[src/rtl/ccd_reg_scheduler_if.sv]
// Bundle between the exposure/gain scheduler, the user controls, the frame timing
// and the I2C master request port.
interface ccd_reg_scheduler_if;
    logic        exp_up;
    logic        exp_dn;
    logic [5:0]  gain;
    logic        fval;
    logic        i2c_req;
    logic [31:0] i2c_data;
    logic        i2c_ack;
    logic        i2c_err;
    logic [15:0] exposure;
    logic        busy;
    logic [7:0]  err_cnt;

    modport master (
        input  exp_up, exp_dn, gain, fval, i2c_ack, i2c_err,
        output i2c_req, i2c_data, exposure, busy, err_cnt
    );

    modport slave (
        output exp_up, exp_dn, gain, fval, i2c_ack, i2c_err,
        input  i2c_req, i2c_data, exposure, busy, err_cnt
    );
endinterface

[src/rtl/ccd_reg_scheduler.sv]
// Sensor exposure/gain write scheduler: tracks user settings and pushes changed values
// to the sensor over I2C only while the frame is in vertical blanking.
module ccd_reg_scheduler #(
    parameter logic [7:0]  DEV_ADDR    = 8'hBA,
    parameter logic [7:0]  EXP_REG     = 8'h09,
    parameter logic [7:0]  GAIN_REG    = 8'h35,
    parameter logic [15:0] EXP_DEFAULT = 16'h0400,
    parameter logic [15:0] EXP_STEP    = 16'h0100,
    parameter logic [15:0] EXP_MIN     = 16'h0100,
    parameter logic [15:0] EXP_MAX     = 16'hFF00,
    parameter logic [19:0] TIMEOUT     = 20'd1000000
) (
    input logic                    clk,
    input logic                    rst,
    ccd_reg_scheduler_if.master    bus
);
    typedef enum logic [1:0] {IDLE, REQ, WAIT_ACK} state_t;

    state_t      state, state_next;
    logic        up_q, dn_q, fval_q;
    logic [15:0] exposure, exp_next;
    logic        exp_pend, gain_pend;
    logic [5:0]  last_gain;
    logic        armed, exp_tried, gain_tried;
    logic        flight_is_gain;
    logic [19:0] to_cnt;
    logic        req;
    logic [31:0] data;
    logic [7:0]  err_cnt;

    logic up_edge, dn_edge, fval_fall, fval_rise, window;
    logic want_exp, want_gain, exp_change;
    logic issue_exp, issue_gain, ack_ok, fail;

    function automatic logic [15:0] step_up(input logic [15:0] v);
        logic [16:0] s;
        s = {1'b0, v} + {1'b0, EXP_STEP};
        return (s > {1'b0, EXP_MAX}) ? EXP_MAX : s[15:0];
    endfunction

    function automatic logic [15:0] step_down(input logic [15:0] v);
        logic [16:0] d;
        d = {1'b0, v} - {1'b0, EXP_STEP};
        return (d[16] || (d[15:0] < EXP_MIN)) ? EXP_MIN : d[15:0];
    endfunction

    assign up_edge   = bus.exp_up & ~up_q;
    assign dn_edge   = bus.exp_dn & ~dn_q;
    assign fval_fall = fval_q & ~bus.fval;
    assign fval_rise = ~fval_q & bus.fval;
    // The falling edge opens the window in the same cycle to save one cycle of latency.
    assign window    = (armed | fval_fall) & ~bus.fval;
    assign want_exp  = exp_pend & (fval_fall | ~exp_tried);
    assign want_gain = gain_pend & (fval_fall | ~gain_tried);

    always_comb begin
        exp_next = exposure;
        if (up_edge && !dn_edge)
            exp_next = step_up(exposure);
        else if (dn_edge && !up_edge)
            exp_next = step_down(exposure);
    end

    assign exp_change = (exp_next != exposure);

    always_ff @(posedge clk) begin
        if (rst)
            state <= IDLE;
        else
            state <= state_next;
    end

    always_comb begin
        state_next = state;
        issue_exp  = 1'b0;
        issue_gain = 1'b0;
        ack_ok     = 1'b0;
        fail       = 1'b0;
        case (state)
            IDLE: begin
                if (window && (want_exp || want_gain)) begin
                    state_next = REQ;
                    issue_exp  = want_exp;
                    issue_gain = ~want_exp;
                end
            end
            REQ: state_next = WAIT_ACK;
            WAIT_ACK: begin
                if (bus.i2c_ack) begin
                    state_next = IDLE;
                    ack_ok     = ~bus.i2c_err;
                    fail       = bus.i2c_err;
                end else if (to_cnt == TIMEOUT - 20'd1) begin
                    state_next = IDLE;
                    fail       = 1'b1;
                end
            end
            default: state_next = IDLE;
        endcase
    end

    always_ff @(posedge clk) begin
        if (rst) begin
            up_q           <= 1'b0;
            dn_q           <= 1'b0;
            fval_q         <= 1'b0;
            exposure       <= EXP_DEFAULT;
            exp_pend       <= 1'b1;
            gain_pend      <= 1'b1;
            last_gain      <= 6'd0;
            armed          <= 1'b0;
            exp_tried      <= 1'b0;
            gain_tried     <= 1'b0;
            flight_is_gain <= 1'b0;
            to_cnt         <= 20'd0;
            req            <= 1'b0;
            data           <= 32'd0;
            err_cnt        <= 8'd0;
        end else begin
            up_q     <= bus.exp_up;
            dn_q     <= bus.exp_dn;
            fval_q   <= bus.fval;
            exposure <= exp_next;

            // Each register gets at most one attempt per blanking window.
            if (fval_fall) begin
                armed      <= 1'b1;
                exp_tried  <= issue_exp;
                gain_tried <= issue_gain;
            end else begin
                if (fval_rise)
                    armed <= 1'b0;
                if (issue_exp)
                    exp_tried <= 1'b1;
                if (issue_gain)
                    gain_tried <= 1'b1;
                if ((issue_exp && gain_tried) || (issue_gain && exp_tried))
                    armed <= 1'b0;
            end

            // A value that moved while in flight keeps its pending flag.
            if (exp_change)
                exp_pend <= 1'b1;
            else if (ack_ok && !flight_is_gain && (exposure == data[15:0]))
                exp_pend <= 1'b0;

            if (ack_ok && flight_is_gain && (bus.gain == data[5:0])) begin
                gain_pend <= 1'b0;
                last_gain <= data[5:0];
            end else if (bus.gain != last_gain) begin
                gain_pend <= 1'b1;
            end

            if (issue_exp) begin
                data           <= {DEV_ADDR, EXP_REG, exposure};
                flight_is_gain <= 1'b0;
            end else if (issue_gain) begin
                data           <= {DEV_ADDR, GAIN_REG, 10'd0, bus.gain};
                flight_is_gain <= 1'b1;
            end

            if (state == REQ)
                req <= 1'b1;
            else if (ack_ok || fail)
                req <= 1'b0;

            if (state == REQ)
                to_cnt <= 20'd0;
            else if (state == WAIT_ACK)
                to_cnt <= to_cnt + 20'd1;

            if (fail && (err_cnt != 8'hFF))
                err_cnt <= err_cnt + 8'd1;
        end
    end

    assign bus.i2c_req  = req;
    assign bus.i2c_data = data;
    assign bus.exposure = exposure;
    assign bus.busy     = (state == REQ) || (state == WAIT_ACK);
    assign bus.err_cnt  = err_cnt;
endmodule

[src/flat_wrapper.sv]
// flat-port wrapper written by rule: the top's interface ports become plain ports
module ccd_reg_scheduler_flat 
#(
    parameter logic [7:0]  DEV_ADDR    = 8'hBA,
    parameter logic [7:0]  EXP_REG     = 8'h09,
    parameter logic [7:0]  GAIN_REG    = 8'h35,
    parameter logic [15:0] EXP_DEFAULT = 16'h0400,
    parameter logic [15:0] EXP_STEP    = 16'h0100,
    parameter logic [15:0] EXP_MIN     = 16'h0100,
    parameter logic [15:0] EXP_MAX     = 16'hFF00,
    parameter logic [19:0] TIMEOUT     = 20'd1000000
)
  (clk, rst, bus_exp_up, bus_exp_dn, bus_gain, bus_fval, bus_i2c_ack, bus_i2c_err, bus_i2c_req, bus_i2c_data, bus_exposure, bus_busy, bus_err_cnt);
  ccd_reg_scheduler_if bus_i ();
  input logic clk;
  input logic rst;
  input wire logic [$bits(bus_i.exp_up)-1:0] bus_exp_up;
  input wire logic [$bits(bus_i.exp_dn)-1:0] bus_exp_dn;
  input wire logic [$bits(bus_i.gain)-1:0] bus_gain;
  input wire logic [$bits(bus_i.fval)-1:0] bus_fval;
  input wire logic [$bits(bus_i.i2c_ack)-1:0] bus_i2c_ack;
  input wire logic [$bits(bus_i.i2c_err)-1:0] bus_i2c_err;
  output wire logic [$bits(bus_i.i2c_req)-1:0] bus_i2c_req;
  output wire logic [$bits(bus_i.i2c_data)-1:0] bus_i2c_data;
  output wire logic [$bits(bus_i.exposure)-1:0] bus_exposure;
  output wire logic [$bits(bus_i.busy)-1:0] bus_busy;
  output wire logic [$bits(bus_i.err_cnt)-1:0] bus_err_cnt;
  assign bus_i.exp_up = bus_exp_up;
  assign bus_i.exp_dn = bus_exp_dn;
  assign bus_i.gain = bus_gain;
  assign bus_i.fval = bus_fval;
  assign bus_i.i2c_ack = bus_i2c_ack;
  assign bus_i.i2c_err = bus_i2c_err;
  assign bus_i2c_req = bus_i.i2c_req;
  assign bus_i2c_data = bus_i.i2c_data;
  assign bus_exposure = bus_i.exposure;
  assign bus_busy = bus_i.busy;
  assign bus_err_cnt = bus_i.err_cnt;
  ccd_reg_scheduler #(.DEV_ADDR(DEV_ADDR), .EXP_REG(EXP_REG), .GAIN_REG(GAIN_REG), .EXP_DEFAULT(EXP_DEFAULT), .EXP_STEP(EXP_STEP), .EXP_MIN(EXP_MIN), .EXP_MAX(EXP_MAX), .TIMEOUT(TIMEOUT)) u_core (.clk(clk), .rst(rst), .bus(bus_i));
endmodule
[config.mk]
export PLATFORM = sky130hd
export DESIGN_NAME = ccd_reg_scheduler_flat
export DESIGN_NICKNAME = d
export VERILOG_FILES = /design/src/rtl/ccd_reg_scheduler_if.sv /design/src/rtl/ccd_reg_scheduler.sv /design/src/flat_wrapper.sv
export SDC_FILE = /design/constraint.sdc
export NUM_CORES = 1
export LEC_CHECK = 0
export CAP_MARGIN = 0
export CORE_MARGIN = 1
export CORE_UTILIZATION = 41
export CTS_BUF_LIST = sky130_fd_sc_hd__clkbuf_16
export DETAILED_ROUTE_END_ITERATION = 7
export PLACE_DENSITY = 0.66
export SLEW_MARGIN = 5
export SYNTH_ARGS = -nofsm -noshare
export SYNTH_HDL_FRONTEND = slang
export SYNTH_SLANG_ARGS = --single-unit
[constraint.sdc]
create_clock -name clk -period 2.9 [get_ports clk]
set_input_delay 0.29 -clock clk [delete_from_list [all_inputs] [get_ports clk]]
set_output_delay 0.29 -clock clk [all_outputs]
set_load 0.01 [all_outputs]
* Yosys cells after proc, flatten, opt, wreduce, memory -nomap -nowiden
Index checks and enable logic that the tools add are counted.
** Word-level totals
- Flip-flop bits (word level) :: 86
- Input port bits :: 13
- Logic and storage cells :: 110
- Output and inout port bits :: 58
** Cells by class
- Reduce and logical (&&, ||, !) cells :: 29
- Bitwise operators :: 18
- Mux-type cells :: 30
- Equality and inequality tests :: 10
- $lt $le $gt $ge :: 2
- $add $sub $neg :: 4
** Operators with widths (count)
- 2-to-1 mux 16 bit :: 4
- 2-to-1 mux 32 bit :: 2
- adder 20 x 1 -> 20 bit, second input constant :: 1
- equality test 20 bit, second input constant :: 1
- 2-to-1 mux 1 bit :: 20
- adder 16 x 9 -> 17 bit, second input constant :: 1
- > comparator 17 x 16 -> 1 bit, second input constant :: 1
- subtractor 16 x 9 -> 17 bit, second input constant :: 1
- equality test 16 bit :: 1
- less-than comparator 16 x 9 -> 1 bit, second input constant :: 1
- != test 16 bit :: 1
- logical AND 1 bit :: 10
- nonzero test 2 bit :: 5
- adder 8 x 1 -> 8 bit, second input constant :: 1
- != test 8 bit, second input constant :: 1
- NOT 1 bit :: 8
- AND 1 bit :: 7
- equality test 6 bit :: 1
- 2-to-1 mux 2 bit :: 3
- != test 6 bit :: 1
- case mux 2 bit (3 select lines) :: 1
- OR reduction 2 bit :: 3
- logical OR 1 bit :: 5
- logical NOT 1 bit :: 3
- 8 further kinds :: 10

* Depth between registers and ports, before layout
- Word-level depth :: 12
- Gate-level depth with buffers :: 10
- Mapped depth without buffers :: 9

* Worst setup path before layout
OpenSTA, ideal clock, no wires.
- Kind :: register -> register
- Start :: reg u_core.exposure[8] (netlist: u_core.bus.exposure[8])
- End :: reg u_core.exposure[11] (netlist: u_core.bus.exposure[11])
- Data required time :: 2822 ps
- Path buffers :: 1
- Stages on the path, launching flop included :: 10
- Setup slack :: 548 ps
- Clock period less this slack :: 2352 ps
- Arrival time :: 2274 ps
- Cells stage by stage :: dfxtp_1 -> buf_2 -> inv_1 -> ha_1 -> and2b_1 -> a2111oi_2 -> nor4b_2 -> or2_1 -> o311a_1 -> nor3_1
** Between the ends
- Longest elaborated chain between the ends :: 6
- Elaborated cells on any way between the ends :: 9
- Classes of those cells :: 2 x add/sub; 2 x order compare; 4 x mux; 1 x reduce/logical
** RTL lines
- start: declaration :: RTL line ccd_reg_scheduler.sv:21 : logic [15:0] exposure, exp_next;
- start signal: assignment :: RTL line ccd_reg_scheduler.sv:123 : exposure <= exp_next;
- subtractor 16 x 9 -> 17 bit :: RTL line ccd_reg_scheduler.sv:43 : d = {1'b0, v} - {1'b0, EXP_STEP};
- less-than comparator 16 x 9 -> 1 bit :: RTL line ccd_reg_scheduler.sv:44 : return (d[16] || (d[15:0] < EXP_MIN)) ? EXP_MIN : d[15:0];
- logical OR 1 bit :: RTL line ccd_reg_scheduler.sv:44
- 2-to-1 mux 16 bit :: RTL line ccd_reg_scheduler.sv:44
- 2-to-1 mux 16 bit :: RTL line ccd_reg_scheduler.sv:60 : else if (dn_edge && !up_edge)
- 2-to-1 mux 16 bit (*) :: RTL line ccd_reg_scheduler.sv:58 : if (up_edge && !dn_edge)
Mark *: on every way between the ends. The rest lies on a longest branch, timed or not.
A chain may end at the register's enable or synchronous reset.

* Final worst setup path
- Start :: reg u_core.exposure[8] (netlist: u_core.bus.exposure[8])
- End :: reg u_core.exp_pend
** Between the ends
- Longest elaborated chain between the ends :: 8
- Elaborated cells on any way between the ends :: 13
- Classes of those cells :: 2 x add/sub; 2 x order compare; 2 x eq/ne; 4 x mux; 3 x reduce/logical
** RTL lines
- subtractor 16 x 9 -> 17 bit :: RTL line ccd_reg_scheduler.sv:43
- less-than comparator 16 x 9 -> 1 bit :: RTL line ccd_reg_scheduler.sv:44
- logical OR 1 bit :: RTL line ccd_reg_scheduler.sv:44
- 2-to-1 mux 16 bit :: RTL line ccd_reg_scheduler.sv:44
- 2-to-1 mux 16 bit :: RTL line ccd_reg_scheduler.sv:60
- 2-to-1 mux 16 bit :: RTL line ccd_reg_scheduler.sv:58
- != test 16 bit :: RTL line ccd_reg_scheduler.sv:64 : assign exp_change = (exp_next != exposure);
- OR reduction 2 bit (no line)
- end signal: assignment :: RTL line ccd_reg_scheduler.sv:108 : exp_pend <= 1'b1;
- end signal: assignment :: RTL line ccd_reg_scheduler.sv:143 : exp_pend <= 1'b1;
- end signal: assignment :: RTL line ccd_reg_scheduler.sv:145 : exp_pend <= 1'b0;
- end: declaration :: RTL line ccd_reg_scheduler.sv:22 : logic exp_pend, gain_pend;
Parallel ways exist; a longest one is shown, timed or not.

==> qor.log <==
[status] result of the run complete, no violations
[finish] Area growth, synth to finish 23.04%
[logic_synthesis] netlist area before placement 4318 sq um
[die] Die Span X 104.6 microns
[die] Die Footprint 10950 sq um
[die] die span in y 104.6 microns
[placement] HPWL after detailed placement 7.713 mm
[logic_synthesis] top cells by area, synth dfxtp_1 37%, xor2_1 7.7%, nor2_1 5.6%
[worst_setup_path] required time of the critical path 3.15 ns
[finish] Fillers 975
[logic_synthesis] per-instance average area after synthesis 8.433 sq um
[logic_synthesis] register bit count reported by yosys 80
[logic_synthesis] largest family of logic cells by synthesized area simple AND/OR/NAND/NOR gates
[finish] Antenna Diode Count 0
[routing] wirelength, routed 10.52 mm
[placement] final estimated routing congestion in global placement 0.9077
[global_route] aggregate global routing overflow 0
[clock_network] number of buffers added by the clock tree synthesis step 9
[clock_network] number of clock sinks 80
[die] standard-cell row count 37
[logic_synthesis] share of Yosys cell area claimed by the top area cell type 37.09%
[worst_setup_path] type of element launching the critical path flip-flop
[timing] Hold WS 0.4472 ns
[logic_synthesis] cell count after synthesis 512
[clock_network] number of hold-repair buffers added at the cts stage 0
[worst_setup_path] Max stage delay cell, worst path dfxtp_1
[worst_setup_path] Worst setup EP type flip-flop
[routing] Detailed Route Iter0 Violations 167
[routing] DR WL/cell 14.88 microns
[logic_synthesis] Synth Area in Adders 2.898%
[clock_network] CTS Buffer Depth 2
[timing] Fin Clk Skew 0.01170 ns
[logic_synthesis] number of distinct standard cells referenced by the synthesized netlist 61
[logic_synthesis] share of cell area taken by muxes after synthesis 3.043%
[timing] setup repair after global routing missed its margin no
[worst_setup_path] Cell Chain, Critical Path inv_1 -> ha_1 -> nor4_1 -> a21boi_0 -> nor4b_2 -> or2_1 -> nor2_1 -> nor3_4 -> mux2i_1
[timing] achievable frequency 0.3937 GHz
[global_route] GRT Resource Usage Total 20.11%
[worst_setup_path] classification of the worst setup path flip-flop to flip-flop
[timing] setup TNS 0 ns
[logic_synthesis] most frequent cell after synthesis dfxtp_1
[die] area of the core 10280 sq um
[worst_setup_path] stage delay of the slowest cell on the critical path 0.52 ns
[logic_synthesis] sequential share of the synthesized area 37.09%
[power] Pwr Density 539.7 nW/um^2
[clock_network] setup fix buffers added after clock tree synthesis 0
[routing] via total after detailed routing 3751
[worst_setup_path] depth of the worst register-to-register path 9
[routing] antenna-violating nets left 0
[die] starting density of the core 42.01%
[power] Max VDD drop 0.3275 mV
[logic_synthesis] Post-Synth XOR/XNOR Area 11.53%
[die] boundary pin count 71
[logic_synthesis] Synth Warn # 0
[logic_synthesis] Synth Area in Simple Gates 26.72%
[logic_synthesis] flip-flop cell with the highest count after synthesis dfxtp_1
[clock_network] Gates resized, CTS repair 0
[clock_network] clock transition at the register clock pins on the worst setup and hold paths after CTS 0.06 ns
[finish] share of cells above drive strength 1 8.056%
[worst_setup_path] worst-path fanout max 10
[timing] minimum setup slack in the final design 0.3603 ns
[global_route] number of antenna violations at the first check in global routing 0
[timing] final count of pins violating max slew 0
[logic_synthesis] ys async rst share 0%
[clock_network] clock tree root driver cell clkbuf_16
[logic_synthesis] cell taking the most area after synthesis dfxtp_1
[timing] Tightest Pin Transition 0.9330 ns
[finish] cell area after layout 5313 sq um
[routing] number of design rule violations left after detail routing 0
[placement] # port buffers 64
[timing] post-route clock period utilization 87.58%
[worst_setup_path] arrival time reported for the critical path endpoint 2.79 ns
[logic_synthesis] fraction of the mapped netlist area in compound gates 12.72%
[run] reported max-cap violation count 0
[global_route] pin count of the biggest net entering global routing 33
[min_path] class of the tightest hold or removal check input port to flip-flop
[placement] worst slack at placement 0.4777 ns
[timing] max-slew headroom at the worst pin 37.52%
[timing] Final Critical Period 2.540 ns
[min_path] number of instances on the worst hold path 2
[logic_synthesis] number of enable-type register cells in the synthesized netlist 0
[clock_network] clock network latency to the later pin of the worst-skew pair 0.33 ns
[logic_synthesis] most used standard cells in the synthesized netlist 80 x dfxtp_1, 64 x nor2_1, 41 x nand2_1
[clock_network] clock tree from TritonCTS done
[clock_network] depth of the CTS H-tree 3
[finish] nets@finish 590
[global_route] vias in the first global route 3595
[timing] number of hold violations in the final report 0
[routing] drt first pass iters 4
[power] leakage power of the design 2.003 nW
[routing] number of vias per cell after detailed routing 5.306
[placement] Post-Place Cell Area 5026 sq um
[timing] final setup violating endpoints 0
[global_route] first-pass GRT wire length 17.79 mm
[power] Overall Power 2.867 mW
## per-stage QoR
| stage | cells | util, % |
|---|---|---|
| floorplan | 517 | - |
| global placement | 692 | 48.90 |
| detailed placement | 692 | 48.90 |
| CTS | 707 | 51.69 |
| global route | 707 | 51.69 |
| finish | 707 | 51.69 |
## cell usage in the layout (no fill, tap or decap), types with 2 or more instances in the layout
master | synthesis | final
dfxtp_1 | 80 | 80
nor2_1 | 64 | 64
clkdlybuf4s50_1 | 0 | 63
nand2_1 | 41 | 41
xor2_1 | 38 | 38
a21oi_1 | 33 | 33
nand3_1 | 31 | 31
xnor2_1 | 17 | 17
inv_1 | 12 | 13
nor3_1 | 12 | 12
mux2i_1 | 12 | 12
buf_4 | 17 | 12
o21ai_0 | 11 | 11
nand4_1 | 10 | 10
and2_1 | 10 | 10
nor4_1 | 10 | 10
ha_1 | 10 | 10
clkbuf_16 | 0 | 9
nand2b_1 | 7 | 7
a31oi_1 | 7 | 7
a22oi_1 | 7 | 7
conb_1 | 1 | 6
nor2b_1 | 5 | 5
or4_1 | 5 | 5
o211ai_1 | 4 | 4
and2b_1 | 3 | 3
a21o_1 | 3 | 3
or3_1 | 3 | 3
or2_1 | 2 | 2
a2111oi_2 | 2 | 2
and4_1 | 2 | 2
a211oi_1 | 2 | 2
nor4bb_1 | 2 | 2
o21bai_1 | 2 | 2
clkinv_2 | 0 | 2
## routing by layer
| layer | GRT usage (%) | up-vias | share of wire, % |
|---|---|---|---|
| met5 | 0 | - | 0 |
| met4 | 6.640 | 0 | 0.90 |
| met3 | 4.679 | 9 | 4.9 |
| met2 | 34.20 | 95 | 49 |
| met1 | 24.97 | 1776 | 45 |
| li1 | - | 1871 | - |
## sequential cells by signal, summed over array words and instances, names as in the netlist
signal	count
u_core.flight_is_gain	1
u_core.bus.i2c_data	18
u_core.exp_pend	1
u_core.up_q	1
u_core.dn_q	1
u_core.to_cnt	20
u_core.bus.exposure	16
u_core.gain_tried	1
u_core.exp_tried	1
u_core.gain_pend	1
u_core.last_gain	6
u_core.state	2
u_core.bus.err_cnt	8
u_core.bus.i2c_req	1
u_core.armed	1
u_core.fval_q	1
## path summary, 6_finish.rpt
kind                           startpoint                       to  slack [ns]
setup / recovery   u_core.bus.exposure[8]          u_core.exp_pend        0.36
hold / removal                        rst      u_core.last_gain[1]        0.45
setup reg to reg   u_core.bus.exposure[8]          u_core.exp_pend        0.36
hold reg to reg   u_core.bus.i2c_data[13]  u_core.bus.i2c_data[13]        0.50
## cell type report
| cell class | instances | area (sq um) | area share (%) |
|---|---|---|---|
| multi-input cells | 387 | 2480 | 46.68 |
| well taps | 136 | 170.2 | 3.203 |
| inverters | 13 | 48.80 | 0.9185 |
| flip-flops and latches | 80 | 1602 | 30.15 |
| repair buffers | 76 | 725.7 | 13.66 |
| clock buffers | 9 | 225.2 | 4.239 |
| clock inverters | 6 | 61.31 | 1.154 |
## kinds of logic (layout without fill, tap and decap cells)
logic type                 count (synthesis)  count (layout)
AOI/OAI and AO/OA                         82              82
adders and majority gates                 10              10
xor gates and xnor gates                  56              56
other                                      1               6
DFF                                       80              80
and+or+nand+nor                          220             220
muxes                                     13              13
buffers and inverters                     50             104
## report_power, final
part	internal, mW	switching [mW]	leakage, nW
Clock	0.660	0.439	0.147
Sequential	1.14	0.0626	0.648
Combinational	0.251	0.310	1.21
## critical path, delay by kind of cell, from the launching register on
kind	cells	cell delay, ns
adders and majority gates	1	0.28
AOI/OAI and AO/OA	1	0.15
DFF	1	0.52
buffers and inverters	1	0.15
muxes	1	0.21
and+or+nand+nor	5	1.14
Power figures use the tool's default switching activity.
